**config.mk**
```make
export PLATFORM = sky130hd
export DESIGN_NAME = timer_ctrl_flat
export DESIGN_NICKNAME = d
export VERILOG_FILES = /design/src/rtl/timer_ctrl_if.sv /design/src/rtl/timer_ctrl.sv /design/src/flat_wrapper.sv
export SDC_FILE = /design/constraint.sdc
export NUM_CORES = 1
export LEC_CHECK = 0
export ABC_AREA = 1
export CORE_ASPECT_RATIO = 0.8
export CORE_UTILIZATION = 28
export CTS_BUF_LIST = sky130_fd_sc_hd__clkbuf_2
export CTS_CLUSTER_SIZE = 8
export DETAILED_ROUTE_END_ITERATION = 16
export PLACE_DENSITY = 0.56
export SYNTH_ARGS = -nofsm -noshare
export SYNTH_HDL_FRONTEND = slang
export SYNTH_SLANG_ARGS = --single-unit
```
**constraint.sdc**
```tcl
create_clock -name clk -period 3.6 [get_ports clk]
set_clock_uncertainty 0.1 [all_clocks]
set_input_delay 1.08 -clock clk [delete_from_list [all_inputs] [get_ports clk]]
set_output_delay 1.08 -clock clk [all_outputs]
set_load 0.05 [all_outputs]
```
**src/rtl/timer_ctrl_if.sv**
```systemverilog
// Register bus between a host and timer_ctrl.
// Handshake: wr_en and rd_en are single-cycle strobes with no backpressure;
// the slave always accepts. A rd_en sampled on a rising edge produces
// rvalid=1 for exactly one cycle after that edge, with rdata valid alongside.
// rdata holds its last value while rvalid=0.
interface timer_ctrl_if;
  logic        wr_en;
  logic        rd_en;
  logic [3:0]  addr;
  logic [31:0] wdata;
  logic [31:0] rdata;
  logic        rvalid;

  modport master (
    output wr_en, rd_en, addr, wdata,
    input  rdata, rvalid
  );

  modport slave (
    input  wr_en, rd_en, addr, wdata,
    output rdata, rvalid
  );
endinterface

```
**src/rtl/timer_ctrl.sv**
```systemverilog
// Register front-end for NCH timer channels: per-channel CTRL, TERMCOUNT,
// CURRCOUNT and STAT registers, single-cycle trigger pulses to the timers,
// sticky pending flags and a priority-encoded combined interrupt.
module timer_ctrl #(
  parameter int NCH = 4
) (
  input  logic                 clk,
  input  logic                 reset,
  timer_ctrl_if.slave          bus,
  output logic [NCH-1:0]       ro_trig_start,
  output logic [NCH-1:0]       ro_trig_halt,
  output logic [NCH-1:0]       ro_mode,
  output logic [32*NCH-1:0]    ro_termcount,
  input  logic [NCH-1:0]       rf_status,
  input  logic [32*NCH-1:0]    rf_currcount,
  input  logic [NCH-1:0]       rf_int,
  output logic                 irq,
  output logic [1:0]           irq_id
);

  localparam logic [1:0] REG_CTRL = 2'd0;
  localparam logic [1:0] REG_TERM = 2'd1;
  localparam logic [1:0] REG_CURR = 2'd2;
  localparam logic [1:0] REG_STAT = 2'd3;

  logic [1:0]                ch;
  logic [1:0]                reg_sel;

  logic [NCH-1:0]            mode_q, mode_d;
  logic [NCH-1:0]            ie_q, ie_d;
  logic [NCH-1:0]            pend_q, pend_d;
  logic [NCH-1:0]            start_q, start_d;
  logic [NCH-1:0]            halt_q, halt_d;
  logic [NCH-1:0][31:0]      term_q, term_d;
  logic [31:0]               rdata_q, rdata_d;
  logic                      rvalid_q, rvalid_d;
  logic [NCH-1:0]            clr;
  logic [NCH-1:0]            active;

  assign ch      = bus.addr[3:2];
  assign reg_sel = bus.addr[1:0];

  // Next-state for all registers: writes, write-1 actions, pending set/clear and read capture.
  always_comb begin
    mode_d   = mode_q;
    ie_d     = ie_q;
    term_d   = term_q;
    start_d  = '0;
    halt_d   = '0;
    clr      = '0;
    rdata_d  = rdata_q;
    rvalid_d = 1'b0;

    if (bus.wr_en) begin
      case (reg_sel)
        REG_CTRL: begin
          mode_d[ch]  = bus.wdata[0];
          ie_d[ch]    = bus.wdata[1];
          // Halt takes precedence: a simultaneous start request is dropped.
          halt_d[ch]  = bus.wdata[3];
          start_d[ch] = bus.wdata[2] & ~bus.wdata[3];
        end
        REG_TERM: term_d[ch] = bus.wdata;
        REG_STAT: clr[ch] = bus.wdata[1];
        default: ;
      endcase
    end

    // A terminal-count pulse in the same cycle as a clear keeps the flag set.
    pend_d = (pend_q & ~clr) | rf_int;

    // Reads sample the registered state, so a same-cycle write is not visible yet.
    if (bus.rd_en) begin
      rvalid_d = 1'b1;
      case (reg_sel)
        REG_CTRL: rdata_d = {30'd0, ie_q[ch], mode_q[ch]};
        REG_TERM: rdata_d = term_q[ch];
        REG_CURR: rdata_d = rf_currcount[{ch, 5'd0} +: 32];
        default:  rdata_d = {30'd0, pend_q[ch], rf_status[ch]};
      endcase
    end
  end

  // State register with synchronous clear; bus and rf_int are ignored while in reset.
  always_ff @(posedge clk) begin
    if (reset) begin
      mode_q   <= '0;
      ie_q     <= '0;
      term_q   <= '0;
      pend_q   <= '0;
      start_q  <= '0;
      halt_q   <= '0;
      rdata_q  <= '0;
      rvalid_q <= 1'b0;
    end else begin
      mode_q   <= mode_d;
      ie_q     <= ie_d;
      term_q   <= term_d;
      pend_q   <= pend_d;
      start_q  <= start_d;
      halt_q   <= halt_d;
      rdata_q  <= rdata_d;
      rvalid_q <= rvalid_d;
    end
  end

  // Interrupt: OR of enabled pending flags, id is the lowest such channel.
  always_comb begin
    active = pend_q & ie_q;
    irq    = |active;
    irq_id = 2'd0;
    for (int n = NCH - 1; n >= 0; n--) begin
      if (active[n]) irq_id = 2'(n);
    end
  end

  // A reset arriving the cycle after a start write cancels that start pulse.
  assign ro_trig_start = start_q & ~{NCH{reset}};
  assign ro_trig_halt  = halt_q;
  assign ro_mode       = mode_q;
  assign ro_termcount  = term_q;
  assign bus.rdata     = rdata_q;
  assign bus.rvalid    = rvalid_q;

endmodule

```
**src/flat_wrapper.sv**
```systemverilog
// flat-port wrapper written by rule: the top's interface ports become plain ports
module timer_ctrl_flat 
#(
  parameter int NCH = 4
)
  (clk, reset, ro_trig_start, ro_trig_halt, ro_mode, ro_termcount, rf_status, rf_currcount, rf_int, irq, irq_id, bus_wr_en, bus_rd_en, bus_addr, bus_wdata, bus_rdata, bus_rvalid);
  timer_ctrl_if bus_i ();
  input  logic clk;
  input  logic reset;
  output logic [NCH-1:0] ro_trig_start;
  output logic [NCH-1:0] ro_trig_halt;
  output logic [NCH-1:0] ro_mode;
  output logic [32*NCH-1:0] ro_termcount;
  input  logic [NCH-1:0] rf_status;
  input  logic [32*NCH-1:0] rf_currcount;
  input  logic [NCH-1:0] rf_int;
  output logic irq;
  output logic [1:0] irq_id;
  input wire logic [$bits(bus_i.wr_en)-1:0] bus_wr_en;
  input wire logic [$bits(bus_i.rd_en)-1:0] bus_rd_en;
  input wire logic [$bits(bus_i.addr)-1:0] bus_addr;
  input wire logic [$bits(bus_i.wdata)-1:0] bus_wdata;
  output wire logic [$bits(bus_i.rdata)-1:0] bus_rdata;
  output wire logic [$bits(bus_i.rvalid)-1:0] bus_rvalid;
  assign bus_i.wr_en = bus_wr_en;
  assign bus_i.rd_en = bus_rd_en;
  assign bus_i.addr = bus_addr;
  assign bus_i.wdata = bus_wdata;
  assign bus_rdata = bus_i.rdata;
  assign bus_rvalid = bus_i.rvalid;
  timer_ctrl #(.NCH(NCH)) u_core (.clk(clk), .reset(reset), .bus(bus_i), .ro_trig_start(ro_trig_start), .ro_trig_halt(ro_trig_halt), .ro_mode(ro_mode), .ro_termcount(ro_termcount), .rf_status(rf_status), .rf_currcount(rf_currcount), .rf_int(rf_int), .irq(irq), .irq_id(irq_id));
endmodule
```
==> results by group <==
Outcome
  – Status: finished clean

Timing
  – Rel. slew slack: 0.383
  – Hold Worst Slack: 0.382 ns
  – Final Slew Violations: 0
  – Maximum clock rate: 303 MHz
  – RSZ-0062 raised after global routing: no
  – Setup_tns: 0 ns
  – Slew @ Worst Pin: just over 0.9 ns
  – Post-layout minimum cycle time: 3.30 ns
  – Final setup fails: 0
  – Final Hold Viols: 0
  – Final worst-path cycle share: 0.916

Layout
  – Non-filler cells, final: 2023
  – Design Area, Final: 12600 µm²
  – Fin nets: 1780
  – Area growth syn-to-layout: 48.5%
  – Layout cells sized above 1: 0.0545
  – Area of the multi-input gates: 4060 µm²
  – Sequential cell area: between 3000 and 4000 µm²
  – # fillers: 3054

Floorplan
  – Die height: roughly 160 µm
  – Core ar.: 29500 µm²
  – Die area: 30900 µm²
  – Row count: 56
  – I/O pin count: 352
  – Die W: roughly 200 µm
  – Initial Utilization: 0.287

Job
  – Max Cap Viol: 0

Synthesis
  – Post-synth top area share: 0.428
  – Post-Syn Nets: around 1500
  – Area contributors post-synth: dfxtp_1, nand2_1, nor2_1, o21ai_0, a21oi_1
  – Syn_area_per_cell: 6.56 µm²
  – Register area share after synthesis: 0.428
  – #FFs+latches synth: 181
  – Yosys cell types: 27
  – Netlist Area Pre-Place: 8460 µm²
  – Post-Syn Instances: 1289
  – YS warnings: 0
  – Area leader, netlist: dfxtp_1

Pwr
  – Switch share: 0.327
  – Psw: about 1.3 mW
  – Clock share of power: 0.273
  – P per Cell Area: 325 nW/µm²
  – Total internal power: 2.75 mW
  – Worst vdd ir: 177 µV
  – Logic gate share of total power: 0.212
  – Seq pwr share: 0.515
  – Static Leak: 5.04 nW

Clock network
  – H-tree depth: 4
  – Largest buffer count on any clock path: 2
  – Clock sinks: approximately 180
  – Total CTS buffers: 17
  – Setup bufs post-CTS: 0
  – Clk_lat worst skew: ~0.76 ns
  – Clock-pin slew on the worst setup and hold paths: 0.26 ns
  – TritonCTS clock tree: yes
  – CTS root buf: clkbuf_2
  – Hold-fix buffers, CTS: 0

Global route
  – Pin count of the biggest net entering global routing: 139
  – Global-route usage over all layers: 0.239
  – Global Route met1 Usage: 0.350
  – Grt met3 use: 0.0611
  – Vias in the first global route: 8932
  – First-pass GRT wire length: 55500 µm
  – Most crowded layer after global routing: met1
  – GRT met2 Usage: 0.346
  – Overflow after GRT: 0
  – Initial antenna violation count: 3

Placement
  – DP Wirelength: 26800 µm
  – Port Buffer Count: 351
  – Routability cong.: 0.850
  – Post-DP Area: 12300 µm²
  – Dpl cells: 1991

Setup path
  – Max incr delay on CP: roughly 0.57 ns
  – CP Cell Sequence: nand2_1, o21bai_1, a21boi_0, dlygate4sd2_1
  – Worst R2R End: u_core.bus.rdata[26]
  – CP bufs+invs: 1
  – Critical path class: reg -> out
  – FF-to-FF Start: u_core.ro_termcount[122]
  – Startpoint class of the critical path: flop
  – FF-to-FF path depth: 6
  – Stages on the worst setup path: 4
  – CP top delay family: buffers and inverters
  – CP Max Fanout: 3
  – Critical Path RT: 2.42 ns
  – Slowest stage cell, crit path: dlygate4sd2_1
  – Worst Path Arrival: around 2.1 ns
  – CP Capture Type: primary output
  – Reg-to-reg setup timing slack: 1.94 ns

Route
  – DRT Pass-1 Iters: 13
  – Final ANT Viol Nets: 0
  – DR iter-0 viols: around 660
  – Routed via count: around 9600
  – WL per Instance: 18.7 µm
  – Via density: 4.76
  – DR DRC count: 0
  – Routed WL: 37800 µm

Hold path
  – Hold path start: u_core.bus.rdata[10]
  – Worst Hold Class: reg -> reg
  – Worst Hold Path Cells: 2
  – Min-Delay Endpoint: u_core.bus.rdata[10]
[cell type report]
class | count | area share
Antenna cell | 1 | 0.000199
Clock buffer | 18 | 0.00717
Clock inverter | 13 | 0.0118
Inverter | 97 | 0.0292
Multi-Input combinational cell | 926 | 0.323
Sequential cell | 181 | 0.288
Tap cell | 406 | 0.0404
Timing Repair Buffer | 381 | 0.300
[placed cells by master (no fill, tap or decap), types with 4 or more instances in the layout]
cell type,count
a21oi_1,85
buf_12,4
buf_4,30
clkbuf_2,18
clkdlybuf4s50_1,342
dfxtp_1,181
inv_1,86
inv_2,9
nand2_1,376
nand3_1,18
nand4_1,45
nor2_1,201
nor2_2,4
nor2_4,4
o21ai_0,148
o21ai_1,14
o22ai_1,21
[registers in the layout, summed over array words and instances, names as in the netlist]
register / flops
u_core.start_q: 4
u_core.pend_q: 4
u_core.bus.rvalid: 1
u_core.bus.rdata: 32
u_core.ro_trig_halt: 4
u_core.ro_mode: 4
u_core.ie_q: 4
u_core.ro_termcount: 128
[layer usage]
| metal | vias to the layer above | routed length (µm) |
|---|---|---|
| li1 | 4767 | - |
| met1 | 4483 | 18500 |
| met2 | 346 | 15700 |
| met3 | 34 | 3000 |
| met4 | 4 | 572 |
| met5 | - | 24 |
[Yosys cell counts]
library cell,n
nand4_1,45
nand2_4,2
clkbuf_2,1
clkbuf_1,41
inv_2,9
dfxtp_1,181
o22ai_1,21
nor2_4,4
a21oi_1,85
a21boi_0,1
a21oi_2,1
a22oi_1,1
o21ai_0,148
clkinv_2,1
buf_2,28
o31ai_1,3
nand2_2,1
nand2_1,376
o21ai_1,14
inv_1,87
nor2_1,203
buf_1,2
buf_4,9
nand3_1,18
nor2_2,2
buf_6,4
o21bai_1,1
[how the worst max path moves through the flow]
stage | slack, ns | to | start
global placement | 0.07 | u_core.bus.rdata[26] | bus_addr[3]
global route | 0.13 | bus_rdata[24] | u_core.bus.rdata[24]
CTS | 0.03 | irq | u_core.pend_q[2]
detailed placement | 0.05 | u_core.bus.rdata[26] | bus_addr[3]
floorplan | 0.33 | ro_trig_start[0] | reset
finish | 0.30 | irq_id[0] | u_core.ie_q[3]
[worst register-to-register path: stages (launching register included)]
cell	delay, ns
dfxtp_1	0.41
nand2_1	0.07
o21ai_0	0.07
o21ai_0	0.65
nand3_1	0.15
nand2_1	0.10
inv_1	0.04
[what timing repair did]
action                                  in CTS  in global routing
resized for setup                            2                  1
gates cloned                                 0                  0
pin swaps                                    0                  0
endpoints found under the setup margin       2                  1
[power groups by stage]
stage                     Clock [mW]  Combinational (mW)  Sequential (mW)
after floorplan                    0               0.270             2.30
after global placement             0               0.867             2.14
after detailed placement           0               0.868             2.14
after CTS                       1.16               0.872             2.11
after global routing            1.23               0.929             2.11
final                           1.11               0.868             2.10
[per-stage QoR]
step	utilization	setup WS [ns]	power, mW
after floorplan	-	0.325	2.57
after global placement	0.418	0.0744	3.01
after detailed placement	0.418	0.0537	3.01
after CTS	0.426	0.0253	4.14
after global routing	0.426	0.125	4.28
final	0.426	0.301	4.09
[logic make-up (layout without fill, tap and decap cells)]
group | Yosys count | in the layout | share of synthesized area
other | 0 | 1 | 0
AOI/OAI and AO/OA | 275 | 275 | 0.168
DFF | 181 | 181 | 0.428
buffers and inverters | 182 | 509 | 0.0927
and+or+nand+nor | 651 | 651 | 0.311
Power figures use the tool's default switching activity.
